### src/rtl/queue_cmd_gen.sv
// rtl/queue_cmd_gen.sv - button conditioning into single-cycle push/pop strobes
// Per-channel synchroniser + debounce FSM, then full/empty gated command issue.

module queue_cmd_gen_db #(
  parameter int DB_W   = 20,
  parameter int DB_MAX = 1_000_000
) (
  input  logic i_clk,
  input  logic i_rst_n,
  input  logic i_btn,
  output logic o_press
);
  typedef enum logic [1:0] {IDLE, PRESS_WAIT, HELD, REL_WAIT} state_t;

  // Compare one early so the transition lands exactly as the count reaches DB_MAX-1
  localparam logic [DB_W-1:0] LP_LAST = DB_W'(DB_MAX - 2);

  state_t          r_state;
  state_t          w_state_nxt;
  logic [DB_W-1:0] r_cnt;
  logic [DB_W-1:0] w_cnt_nxt;
  logic [1:0]      r_sync;
  logic            r_press;
  logic            w_press;
  logic            w_sync;

  assign w_sync = r_sync[1];

  always_ff @(posedge i_clk) begin
    if (!i_rst_n) begin
      r_state <= IDLE;
      r_cnt   <= '0;
      r_sync  <= '0;
      r_press <= 1'b0;
    end else begin
      r_state <= w_state_nxt;
      r_cnt   <= w_cnt_nxt;
      r_sync  <= {r_sync[0], i_btn};
      r_press <= w_press;
    end
  end

  always_comb begin
    w_state_nxt = r_state;
    w_cnt_nxt   = r_cnt;
    unique case (r_state)
      IDLE: begin
        if (w_sync) begin
          w_state_nxt = PRESS_WAIT;
          w_cnt_nxt   = '0;
        end
      end
      PRESS_WAIT: begin
        if (!w_sync) begin
          w_state_nxt = IDLE;
        end else begin
          w_cnt_nxt = r_cnt + DB_W'(1);
          if (r_cnt == LP_LAST) w_state_nxt = HELD;
        end
      end
      HELD: begin
        if (!w_sync) begin
          w_state_nxt = REL_WAIT;
          w_cnt_nxt   = '0;
        end
      end
      REL_WAIT: begin
        if (w_sync) begin
          w_state_nxt = HELD;
        end else begin
          w_cnt_nxt = r_cnt + DB_W'(1);
          if (r_cnt == LP_LAST) w_state_nxt = IDLE;
        end
      end
      default: begin
        w_state_nxt = IDLE;
      end
    endcase
  end

  always_comb begin
    w_press = (r_state == PRESS_WAIT) && w_sync && (r_cnt == LP_LAST);
  end

  assign o_press = r_press;
endmodule

module queue_cmd_gen #(
  parameter int QW     = 4,
  parameter int DB_W   = 20,
  parameter int DB_MAX = 1_000_000
) (
  input  logic          i_clk100,
  input  logic          i_rst_n,
  input  logic          i_btn_in,
  input  logic          i_btn_out,
  input  logic [QW-1:0] i_sw,
  input  logic          i_full,
  input  logic          i_empty,
  output logic          o_push,
  output logic [QW-1:0] o_push_data,
  output logic          o_pop,
  output logic          o_push_rej,
  output logic          o_pop_rej
);
  logic          w_press_in;
  logic          w_press_out;
  logic          w_pop_req;
  logic          w_pend_nxt;
  logic          r_pend;
  logic          r_push;
  logic          r_pop;
  logic          r_push_rej;
  logic          r_pop_rej;
  logic [QW-1:0] r_push_data;

  queue_cmd_gen_db #(.DB_W(DB_W), .DB_MAX(DB_MAX)) u_db_in (
    .i_clk   (i_clk100),
    .i_rst_n (i_rst_n),
    .i_btn   (i_btn_in),
    .o_press (w_press_in)
  );

  queue_cmd_gen_db #(.DB_W(DB_W), .DB_MAX(DB_MAX)) u_db_out (
    .i_clk   (i_clk100),
    .i_rst_n (i_rst_n),
    .i_btn   (i_btn_out),
    .o_press (w_press_out)
  );

  // Enqueue wins a same-cycle collision; the dequeue waits one cycle in r_pend
  always_comb begin
    w_pop_req  = w_press_out || r_pend;
    w_pend_nxt = w_pop_req && w_press_in;
  end

  always_ff @(posedge i_clk100) begin
    if (!i_rst_n) begin
      r_pend      <= 1'b0;
      r_push      <= 1'b0;
      r_pop       <= 1'b0;
      r_push_rej  <= 1'b0;
      r_pop_rej   <= 1'b0;
      r_push_data <= '0;
    end else begin
      r_pend     <= w_pend_nxt;
      r_push     <= w_press_in && !i_full;
      r_push_rej <= w_press_in && i_full;
      r_pop      <= w_pop_req && !w_press_in && !i_empty;
      r_pop_rej  <= w_pop_req && !w_press_in && i_empty;
      if (w_press_in && !i_full) r_push_data <= i_sw;
    end
  end

  assign o_push      = r_push;
  assign o_pop       = r_pop;
  assign o_push_rej  = r_push_rej;
  assign o_pop_rej   = r_pop_rej;
  assign o_push_data = r_push_data;
endmodule

### config.mk
export PLATFORM = sky130hd
export DESIGN_NAME = queue_cmd_gen
export DESIGN_NICKNAME = d
export VERILOG_FILES = /design/src/rtl/queue_cmd_gen.sv
export SDC_FILE = /design/constraint.sdc
export NUM_CORES = 1
export LEC_CHECK = 0
export BUFFER_PORTS_ARGS = -buffer_cell sky130_fd_sc_hd__buf_4
export CORE_ASPECT_RATIO = 0.8
export CORE_MARGIN = 3
export CORE_UTILIZATION = 25
export CTS_CLUSTER_DIAMETER = 100
export DETAILED_ROUTE_END_ITERATION = 10
export PLACE_DENSITY = 0.5
export SLEW_MARGIN = 25
export SYNTH_ARGS = -nofsm -noshare
export SYNTH_HDL_FRONTEND = slang
export SYNTH_SLANG_ARGS = --single-unit
### constraint.sdc
create_clock -name i_clk100 -period 2.39 [get_ports i_clk100]
set_clock_uncertainty 0.15 [all_clocks]
set_input_delay 0 -clock i_clk100 [delete_from_list [all_inputs] [get_ports i_clk100]]
set_output_delay 0 -clock i_clk100 [all_outputs]
set_load 0.03 [all_outputs]
; ---- Yosys cells after proc, flatten, opt, wreduce, memory -nomap -nowiden
; Cells that the tools add are included.
[totals]
register_bits = 59
input_bits = 10
output_inout_bits = 8
word_cells = 80
[classes]
n_addsub = 2
n_eq_ne = 20
mux = 24
reduce_logical = 20
[ops]
columns = cell, n
row1 = $mux W20, 8
row2 = $pmux W20 S4, 2
row3 = $add A20 B1 Y20 const B, 2
row4 = $eq A20 B20 Y1 const B, 2
row5 = $mux W2, 12
row6 = $pmux W2 S4, 2
row7 = $reduce_and A4 Y1, 4
row8 = $logic_and A1 B1 Y1, 10
row9 = $eq A2 B2 Y1 const B, 4
row10 = $ne A2 B1 Y1 const B, 4
row11 = $ne A2 B2 Y1 const B, 4
row12 = $ne A3 B1 Y1 const B, 2
row13 = $ne A3 B3 Y1 const B, 2
row14 = $eq A2 B1 Y1 const B, 2
row15 = $logic_not A2 Y1, 2
row16 = $logic_not A1 Y1, 3
row17 = $logic_or A1 B1 Y1, 1

; ---- Depth between registers and ports, before layout
; Gate-level depths: netlist (run 1).
[logic_depth]
word_depth = 4
ltp_mapped = 6
depth_no_buf = 6

; ---- By module
; A second synthesis (run 1) with hierarchy kept.
[unflattened]
hier_cells = 295
area_unflattened_um2 = 2580.0
[modules_own_cells]
columns = mod, instances, cells_per_inst, area_each_um2, seq_area_each_um2
row1 = queue_cmd_gen_db, 2, 132, 1131.1, 500.5
row2 = queue_cmd_gen, 1, 31, 317.8, 180.2

; ---- Least setup slack after synthesis (run 1)
; No wires, ideal clock.
[synth_timing]
kind = flip-flop to flip-flop
from = register u_db_in.r_cnt[7]
to = register u_db_in.r_cnt[17]
setup_time_ns = 0.073
arrival_time_ns = 1.866
required_time_ns = 2.167
setup_slack_ns = 0.301
path_stages_with_launch = 6
n_path_buf = 1
synth_period_minus_slack_ns = 2.089
path_cell_list = dfxtp_1 nand4_1 or4_1 buf_2 or4b_1 a21oi_1
[synth_between]
elab_chain_len = 3
elab_cells_between_ends = 4
classes_between = 1 x add/sub / 3 x mux
[synth_rtl]
columns = item, line
row1 = "start, declared", 20  ; logic [DB_W-1:0] r_cnt;
row2 = "start signal, assigned", 37  ; r_cnt <= w_cnt_nxt;
row3 = $add A20 B1 Y20 (*), "57, 71"
row4 = "$mux W20, on equally long branches", "68, 54"
row5 = $pmux W20 S4 (*), 46  ; unique case (r_state)
; Every way passes the cells marked *; elsewhere a longest branch is shown, timed or not. The select of a mux whose other input is x is not followed.
; A chain may end at the register's enable or synchronous reset.

; ---- Worst setup path in the final report (run 1)
; Ends and elaborated chain as after synthesis.

==> results of run 1 <==
[flip-flops by register name (all words and copies together), names as in the netlist, 2 cells and up, named ones only]
register and count:
u_db_out.r_cnt 20, u_db_in.r_sync 2, u_db_in.r_cnt 20, u_db_out.r_sync 2, o_push_data 4
[cell usage in the layout (no fill, tap or decap), types with 9 or more instances in the layout]
cell,count
dfxtp_1,59
nor3_1,9
xor2_1,11
nand2_1,18
or4_1,16
nor2_1,27
clkbuf_16,9
buf_4,25
a21oi_1,23
nand3_1,17
nand4_1,11
o31ai_1,15
dlygate4sd3_1,12
xnor2_1,9
[metal layers]
layer,global-route usage (%),share of wire (%)
met5,0,0
met4,3.47,1.4
met3,3.58,4.6
met2,16.6,42
met1,15.2,52
[path summary, 6_finish.rpt]
path / startpoint / end / slack [ps] / cells past startpoint
worst max-delay path: u_db_in.r_cnt[7] / u_db_in.r_cnt[17] / 250 / 4
worst min-delay path: i_full / o_push / 250 / 3
worst max register to register: u_db_in.r_cnt[7] / u_db_in.r_cnt[17] / 250 / 4
worst min register to register: u_db_in.r_sync[0] / u_db_in.r_sync[1] / 280 / 1
[power by group through the flow]
stage / clock, W / combinational [W] / sequential, W
2_1_floorplan: 0 / 0.0000238 / 0.00101
3_3_place_gp: 0 / 0.0000535 / 0.00101
3_5_place_dp: 0 / 0.0000534 / 0.00101
4_1_cts: 0.00123 / 0.0000679 / 0.000992
5_1_grt: 0.00127 / 0.0000744 / 0.000993
6_report: 0.00120 / 0.0000660 / 0.000993
[worst max-delay path: stages (launching register included)]
cell     delay, ps
dfxtp_1        420
nand4_1        140
or4_1          690
or4b_1         530
a21oi_1        150
[cells in the mapped netlist]
library cell	instances
and4_1	5
nand4b_1	2
a21oi_1	23
buf_2	1
nand3b_1	3
nor2_1	27
nor4_1	1
xnor2_1	9
or4bb_1	1
o31ai_1	15
o21ai_1	2
o21ai_0	6
and2_1	6
ha_1	4
nand4_1	11
mux2i_1	6
or4b_1	1
xor2_1	11
and3_1	4
nand2_1	18
nor4bb_1	1
nor3b_1	3
nand3_1	17
nand2b_1	1
nor3_1	9
dfxtp_1	59
or4b_2	1
or4_1	16
or3_1	5
nor4b_1	1
buf_1	1
inv_1	6
clkbuf_1	6
[stage by stage]
step	util [%]	cells	cell area (µm²)	hold WS, ps	power [W]
after floorplan	-	282	2540	-73.2	0.00104
after global placement	29.3	435	2870	25.0	0.00107
after detailed placement	29.3	435	2870	21.4	0.00107
after CTS	33.4	463	3270	248	0.00229
after global routing	33.4	463	3270	261	0.00234
final	33.4	463	3270	247	0.00225
[cell families after synthesis]
group / count (synthesis)
buffers and inverters: 14
adder cells (fa/ha/maj): 4
flip-flops: 59
multiplexers: 6
AND/OR/NAND/NOR: 133
AO/OA/AOI/OAI: 46
XOR/XNOR: 20
[area by class of cell]
type	count	area (µm²)
fillers	1037	6500
multi-input cells	209	1300
flip-flops and latches	59	1180
clock buffers	11	243
repair buffers	37	308
well taps	136	170
clock inverters	5	37.5
inverters	6	22.5
==> impl_metrics.py, run 1 <==
metrics = {
    "outcome": {
        "outcome": "finished clean",
    },
    "global_route": {
        "grt_pass1_vias": 2082,
        "antenna_found_initial": 0,
        "grt_pass1_wl_um": 10200,
        "grt_max_degree": 23,
        "track_usage_pct": 11.1,
        "grt_overflow": 0,
    },
    "clock_tree": {
        "cts_max_path_buffers": 2,
        "holdBufCountCts": 12,
        "cts_max_level": 3,
        "ctsResizeCount": 0,
        "tritoncts": "built",
        "cts_buffers": 9,
        "cts.sinks": 59,
        "cts.clk_slew.worst_paths_ps": 60,
        "clk_latency_ps": 330,
        "cts_setup_buffers": 0,
        "cts-root-buf": "clkbuf_16",
    },
    "synth": {
        "synth-compound-area-share_pct": 10.5,
        "synthMuxAreaShare_pct": 2.37,
        "synth_area_leader_cell": "dfxtp_1",
        "yosysWarnings": 0,
        "ys_seq_area_share_pct": 46.5,
        "synthAdderAreaFrac_pct": 1.97,
        "syn-cell-area_um2": 2540,
        "synth.avg_cell_area_um2": 9.00,
        "synth_top_family_by_area": "simple AND/OR/NAND/NOR gates",
        "netlist-cell-type-count": 33,
        "synthCells": 282,
        "synthTopCellsByArea": "dfxtp_1 (47%), or4_1 (4.7%), a21oi_1 (4.5%)",
        "synth-xor-area-share_pct": 6.90,
        "ys_seq_elements": 59,
        "yosysTopAreaCellShare_pct": 46.5,
        "syn_nets": 296,
        "synth_simple_gate_area_share_pct": 29.6,
    },
    "sta": {
        "hold_violations": 0,
        "fin_tns_setup_ps": 0,
        "relSlewSlack_pct": 65.1,
        "tightest_slew_ps": 520,
        "setup_viol": 0,
        "rsz0062_at_grt": "no",
        "worst_slack_ps": 251,
        "period_needed_ps": 2140,
        "finalMaxSlewViolations": 0,
        "finalCritPeriodShare_pct": 89.5,
        "fmax_mhz": 468,
    },
    "floorplanning": {
        "die_w_um": 119,
        "die_area_um2": 11400,
        "start_util_pct": 26.0,
        "rows": 32,
        "fp.dieH_um": 96.1,
        "pin_count": 18,
        "core_um2": 9770,
    },
    "setup_path": {
        "cp_data_arrival_time_ps": 2250,
        "crit_fanout": 9,
        "crit_type": "reg -> reg",
        "cp.required_ps": 2500,
        "cp-start-kind": "flip-flop",
        "crit_path_end_kind": "flip-flop",
    },
    "pwr": {
        "power_frac_clock_pct": 53.0,
        "p_sw_w": 0.000500,
        "combPwrFrac_pct": 2.9,
        "ir_drop_mv": 0.319,
        "total_leakage_power_nw": 1.09,
        "p_seq_share_pct": 44.0,
        "p_int_w": 0.00175,
        "powerDensity_nw_per_um2": 691,
        "swShare_pct": 22.2,
    },
    "flow_run": {
        "cap_violations": 0,
    },
    "placed_design": {
        "dp_hpwl_um": 3960,
        "dpl_worst_slack_ps": 268,
        "routabilityCongestion": 0.713,
        "io_buffer_count": 17,
    },
    "routing": {
        "wl_per_cell_um": 12.3,
        "ant_nets": 0,
        "first_pass_iters": 4,
        "vias_per_cell": 4.77,
        "drt_iter0_drc": 115,
        "routed_wl_um": 5680,
        "drc": 0,
        "vias": 2207,
    },
    "worst_hold_path": {
        "min_path_type": "in -> reg",
    },
    "final_layout": {
        "area_growth_pct": 28.6,
        "drive_gt1_share_pct": 12.5,
        "antennaDiodeCount": 0,
        "nets": 336,
    },
}
No activity file was read; power rests on OpenSTA's default activity.
==> inputs of run 2 (changes only) <==
Settings changed: CELL_PAD_IN_SITES_DETAIL_PLACEMENT set to 0, CELL_PAD_IN_SITES_GLOBAL_PLACEMENT set to 1, CTS_BUF_LIST set to sky130_fd_sc_hd__clkbuf_2 sky130_fd_sc_hd__clkbuf_4 sky130_fd_sc_hd__clkbuf_8, PLACE_DENSITY 0.5 to 0.58.
==> run 2 against run 1 <==
Against the previous run:
- cell count decreased by 0.22%
- flip-flop and latch count unchanged
- sequential share of layout area rose by 1.2 points
- die area is the same
- utilization down 1.1 points
- worst setup slack better by 33 ps
- maximum frequency up 1.6%
- critical path type unchanged
- critical endpoint unchanged
- routed wire length shrank 1.1%
- sequential power about the same
- register-to-register slack gained 30 ps
==> impl_metrics.py, run 2 (synthesis results as in run 1) <==
metrics = {
    "final_layout": {
        "seqCellArea_um2": 1180,
        "area_growth_pct": 24.5,
        "drive_gt1_share_pct": 12.6,
        "nets": 335,
        "fillCellCount": 1045,
        "antennaDiodeCount": 0,
        "final_cell_mix": "dfxtp_1 (59), nor2_1 (27), buf_4 (24)",
        "final_core_util_pct": 32.4,
        "mostFrequentLayoutCell": "dfxtp_1",
        "fin_area_um2": 3160,
        "multi_input_area_um2": 1300,
    },
    "routing": {
        "wl_per_cell_um": 12.2,
        "vias": 2176,
        "first_pass_iters": 4,
        "ant_nets": 0,
        "drt_iter0_drc": 97,
        "vias_per_cell": 4.71,
        "drc": 0,
        "routed_wl_um": 5620,
    },
    "floorplanning": {
        "rows": 32,
        "pin_count": 18,
        "fp.dieH_um": 96.1,
        "die_w_um": 119,
        "die_area_um2": 11400,
        "start_util_pct": 26.0,
        "core_um2": 9770,
    },
    "placed_design": {
        "dp_hpwl_um": 3800,
        "io_buffer_count": 17,
        "placed_cell_area_um2": 2860,
        "routabilityCongestion": 0.731,
    },
    "clock_tree": {
        "cts_max_level": 3,
        "clk_latency_ps": 330,
        "cts.sinks": 59,
        "cts.clk_slew.worst_paths_ps": 60,
        "cts_setup_buffers": 0,
        "cts_buffers": 9,
        "cts_max_path_buffers": 2,
        "tritoncts": "built",
        "cts-root-buf": "clkbuf_8",
    },
    "setup_path": {
        "crit_chain": "nand3_1 -> or4_1 -> or4b_1 -> a21oi_1",
        "max_stage_delay_ps": 670,
        "cp.required_ps": 2500,
        "crit_fanout": 9,
        "crit_path_end_kind": "flip-flop",
        "slowest_stage": "or4_1",
        "crit_type": "reg -> reg",
        "cp-start-kind": "flip-flop",
        "cp_data_arrival_time_ps": 2220,
    },
    "sta": {
        "period_needed_ps": 2110,
        "fin_tns_setup_ps": 0,
        "hold_violations": 0,
        "setup_viol": 0,
        "tightest_slew_ps": 564,
        "fmax_mhz": 475,
        "finalCritPeriodShare_pct": 88.1,
        "relSlewSlack_pct": 62.1,
        "finalMaxSlewViolations": 0,
        "rsz0062_at_grt": "no",
        "hold_slack_ps": 251,
    },
    "worst_hold_path": {
        "min_path_type": "in -> reg",
    },
    "global_route": {
        "track_usage_pct": 10.3,
        "antenna_found_initial": 0,
        "grt_overflow": 0,
        "grt_pass1_wl_um": 9460,
        "grt_pass1_vias": 2013,
        "grt_max_degree": 23,
    },
    "pwr": {
        "total_leakage_power_nw": 1.05,
        "ir_drop_mv": 0.246,
        "powerDensity_nw_per_um2": 600,
    },
    "flow_run": {
        "cap_violations": 0,
    },
    "outcome": {
        "outcome": "finished clean",
    },
}
==> run 2: cell count changes in the layout (fill, tap and decap cells not counted), moves of 2 or more <==
cell and delta:
clkbuf_8 +10, clkbuf_16 -9, clkbuf_4 +3, clkinvlp_4 -2
==> run 2: worst max-delay path, delay by kind of cell, from the launching register on <==
kind             cells  cell delay [ps]
AO/OA/AOI/OAI        1              140
flip-flops           1              380
AND/OR/NAND/NOR      3             1370
==> run 2: area by class of cell <==
type | instances | share of cell area [%]
Multi-Input combinational cell | 209 | 41.2
Timing Repair Buffer | 36 | 9.50
Clock inverter | 2 | 0.317
Tap cell | 136 | 5.38
Inverter | 6 | 0.712
Clock buffer | 14 | 5.50
Sequential cell | 59 | 37.4
==> run 2: timing repair <==
action                                 CTS  global route
gates resized for setup                  0             0
hold buffers                            12             0
endpoints found under the hold margin   19             0
==> run 2: power breakdown <==
| group | switching, W | leakage, nW | internal [W] | total (W) |
|---|---|---|---|---|
| combinational | 0.0000335 | 0.473 | 0.0000322 | 0.0000657 |
| clock | 0.000374 | 0.101 | 0.000465 | 0.000839 |
| sequential | 0.00000339 | 0.476 | 0.000988 | 0.000992 |
==> run 2: worst paths after layout <==
check	slack (ps)	end	depth (start not counted)	startpoint
max	280	u_db_in.r_cnt[17]	4	u_db_in.r_cnt[1]
min	250	o_push	3	i_full
max reg2reg	280	u_db_in.r_cnt[17]	4	u_db_in.r_cnt[1]
min reg2reg	280	u_db_out.r_sync[1]	1	u_db_out.r_sync[0]
==> run 2: metal layers <==
| metal | routed length (µm) | share of wire [%] | vias up | global-route usage [%] |
|---|---|---|---|---|
| li1 | - | - | 1116 | - |
| met1 | 3130 | 56 | 1020 | 14.9 |
| met2 | 2250 | 40 | 34 | 14.7 |
| met3 | 150 | 2.7 | 6 | 2.00 |
| met4 | 88 | 1.6 | 0 | 5.21 |
| met5 | 0 | 0 | - | 0 |
==> run 2: stage by stage <==
step	power, W	instances	worst slack, ps
finish	0.00190	462	285
global route	0.00198	462	166
CTS	0.00193	462	277
detailed placement	0.00107	434	299
global placement	0.00107	434	337
floorplan	0.00104	282	301
==> inputs of run 3 (changes only) <==
Settings changed: CORE_ASPECT_RATIO 0.8 to 2, CORE_UTILIZATION 25 to 48, PLACE_DENSITY 0.58 to 0.92.
==> run 3 against run 2 <==
Against the previous run:
- cell area shrank 1.1%
- global-route usage up 11 points
- sequential share of layout area rose by 0.43 points
- critical path type unchanged
- cell count fell by 16%
- die area fell by 45%
- maximum frequency fell by 1.2%
- flip-flop and latch count stayed put
- via count increased by 1.8%
- critical endpoint unchanged
- largest power group unchanged
- critical path depth stayed put
- utilization increased by 30 points
- register-to-register slack got worse by 20 ps
==> impl_metrics.py, run 3 (synthesis results as in run 1) <==
metrics = {
    "floorplanning": {
        "fp.dieH_um": 109,
        "rows": 36,
        "core_um2": 5000,
        "pin_count": 18,
        "start_util_pct": 50.8,
        "die_area_um2": 6250,
        "die_w_um": 57.4,
    },
    "clock_tree": {
        "cts.clk_slew.worst_paths_ps": 60,
        "cts_buffers": 9,
        "cts-root-buf": "clkbuf_8",
        "cts_setup_buffers": 0,
        "tritoncts": "built",
        "cts_max_level": 3,
        "cts_max_path_buffers": 2,
        "cts.sinks": 59,
        "clk_latency_ps": 330,
    },
    "setup_path": {
        "reg2regPathDepth": 4,
        "crit_path_end_kind": "flip-flop",
        "reg2reg_slack_ps": 260,
        "cp_data_arrival_time_ps": 2240,
        "cp-start-kind": "flip-flop",
        "crit_chain": "nand4_1 -> or4_1 -> or4b_1 -> a21oi_1",
        "max_stage_delay_ps": 690,
        "slowest_stage": "or4_1",
        "crit_fanout": 9,
        "cp.required_ps": 2500,
        "crit_type": "reg -> reg",
        "r2r-start": "u_db_in.r_cnt[7]",
        "r2r-end": "u_db_in.r_cnt[17]",
    },
    "placed_design": {
        "routabilityCongestion": 0.808,
        "dpl_worst_slack_ps": 275,
        "io_buffer_count": 17,
        "dp_hpwl_um": 4030,
        "place_inst": 357,
    },
    "final_layout": {
        "area_growth_pct": 23.1,
        "nets": 340,
        "final_core_util_pct": 62.5,
        "drive_gt1_share_pct": 12.7,
        "fillCellCount": 445,
        "instances_no_fill": 387,
        "final_cell_mix": "dfxtp_1 (59), nor2_1 (27), buf_4 (26)",
        "antennaDiodeCount": 0,
        "mostFrequentLayoutCell": "dfxtp_1",
    },
    "sta": {
        "fin_tns_setup_ps": 0,
        "hold_violations": 0,
        "tightest_slew_ps": 492,
        "fmax_mhz": 469,
        "finalCritPeriodShare_pct": 89.1,
        "setup_viol": 0,
        "period_needed_ps": 2130,
        "relSlewSlack_pct": 67.0,
        "finalMaxSlewViolations": 0,
        "rsz0062_at_grt": "no",
        "worst_slack_ps": 260,
    },
    "global_route": {
        "grt_pass1_wl_um": 10300,
        "grt_pass1_vias": 2336,
        "grt_max_degree": 23,
        "grt_overflow": 0,
        "antenna_found_initial": 0,
        "track_usage_pct": 21.2,
    },
    "routing": {
        "ant_nets": 0,
        "first_pass_iters": 4,
        "routed_wl_um": 5750,
        "vias": 2216,
        "drt_iter0_drc": 87,
        "drc": 0,
        "vias_per_cell": 5.73,
        "wl_per_cell_um": 14.9,
    },
    "worst_hold_path": {
        "min_delay_worst_endpoint": "o_push",
        "hold_path_depth": 3,
        "min_from": "i_full",
        "min_path_type": "in -> reg",
    },
    "flow_run": {
        "cap_violations": 0,
    },
    "outcome": {
        "outcome": "finished clean",
    },
    "pwr": {
        "powerDensity_nw_per_um2": 633,
        "total_leakage_power_nw": 1.08,
        "ir_drop_mv": 0.526,
    },
}
-- run 3: changes by cell type in the layout (fill, tap and decap cells not counted) --
| cell | change |
|---|---|
| clkbuf_4 | -1 |
| clkinv_2 | -1 |
| dlygate4sd3_1 | +3 |
| buf_4 | +2 |
| bufinv_16 | +1 |
-- run 3: worst max-delay path: cells and delay by family (launching register included) --
| family | cells | cell delay [ps] |
|---|---|---|
| AND/OR/NAND/NOR | 3 | 1350 |
| AO/OA/AOI/OAI | 1 | 150 |
| flip-flops | 1 | 420 |
-- run 3: power breakdown --
| group | switching, W | leakage [nW] | internal, W | total [W] |
|---|---|---|---|---|
| registers | 0.00000349 | 0.476 | 0.000988 | 0.000992 |
| clock network | 0.000365 | 0.106 | 0.000554 | 0.000919 |
| logic | 0.0000333 | 0.502 | 0.0000336 | 0.0000669 |
| total | 0.000401 | 1.08 | 0.00158 | 0.00198 |
-- run 3: timing repair --
item,in CTS,in global routing
endpoints found under the hold margin,19,0
gates resized for setup,0,0
hold buffers,15,0
-- run 3: layout make-up --
| type | instances | area (µm²) | share of cell area (%) |
|---|---|---|---|
| inverters | 6 | 22.5 | 0.721 |
| clock buffers | 13 | 166 | 5.32 |
| repair buffers | 41 | 345 | 11.0 |
| well taps | 57 | 71.3 | 2.28 |
| flip-flops and latches | 59 | 1180 | 37.8 |
| multi-input cells | 209 | 1300 | 41.7 |
| clock inverters | 2 | 35.0 | 1.12 |
-- run 3: stage by stage --
step	hold WS [ps]	cell area (µm²)	total power (W)
after floorplan	-73.2	2540	0.00104
after global placement	24.4	2770	0.00107
after detailed placement	24.9	2770	0.00107
after CTS	225	3130	0.00199
after global routing	240	3130	0.00205
final	235	3130	0.00198
-- run 3: metal layers --
layer / up-vias / routed length (µm) / track usage, % / share of wire (%)
li1: 1124 / - / - / -
met4: 0 / 169 / 12.1 / 2.9
met3: 15 / 109 / 4.98 / 1.9
met5: - / 0 / 0 / 0
met2: 18 / 3370 / 39.6 / 59
met1: 1059 / 2110 / 20.4 / 37
-- run 3: worst max path at each step --
stage / startpoint / to / slack, ps / depth (start not counted)
6_report: u_db_in.r_cnt[7] / u_db_in.r_cnt[17] / 260 / 4
5_1_grt: u_db_in.r_cnt[0] / u_db_in.r_cnt[17] / 150 / 4
4_1_cts: u_db_in.r_cnt[7] / u_db_in.r_cnt[17] / 260 / 4
3_5_place_dp: u_db_in.r_cnt[7] / u_db_in.r_cnt[17] / 280 / 4
3_3_place_gp: u_db_in.r_cnt[7] / u_db_in.r_cnt[17] / 340 / 4
2_1_floorplan: u_db_in.r_cnt[7] / u_db_in.r_cnt[17] / 300 / 5
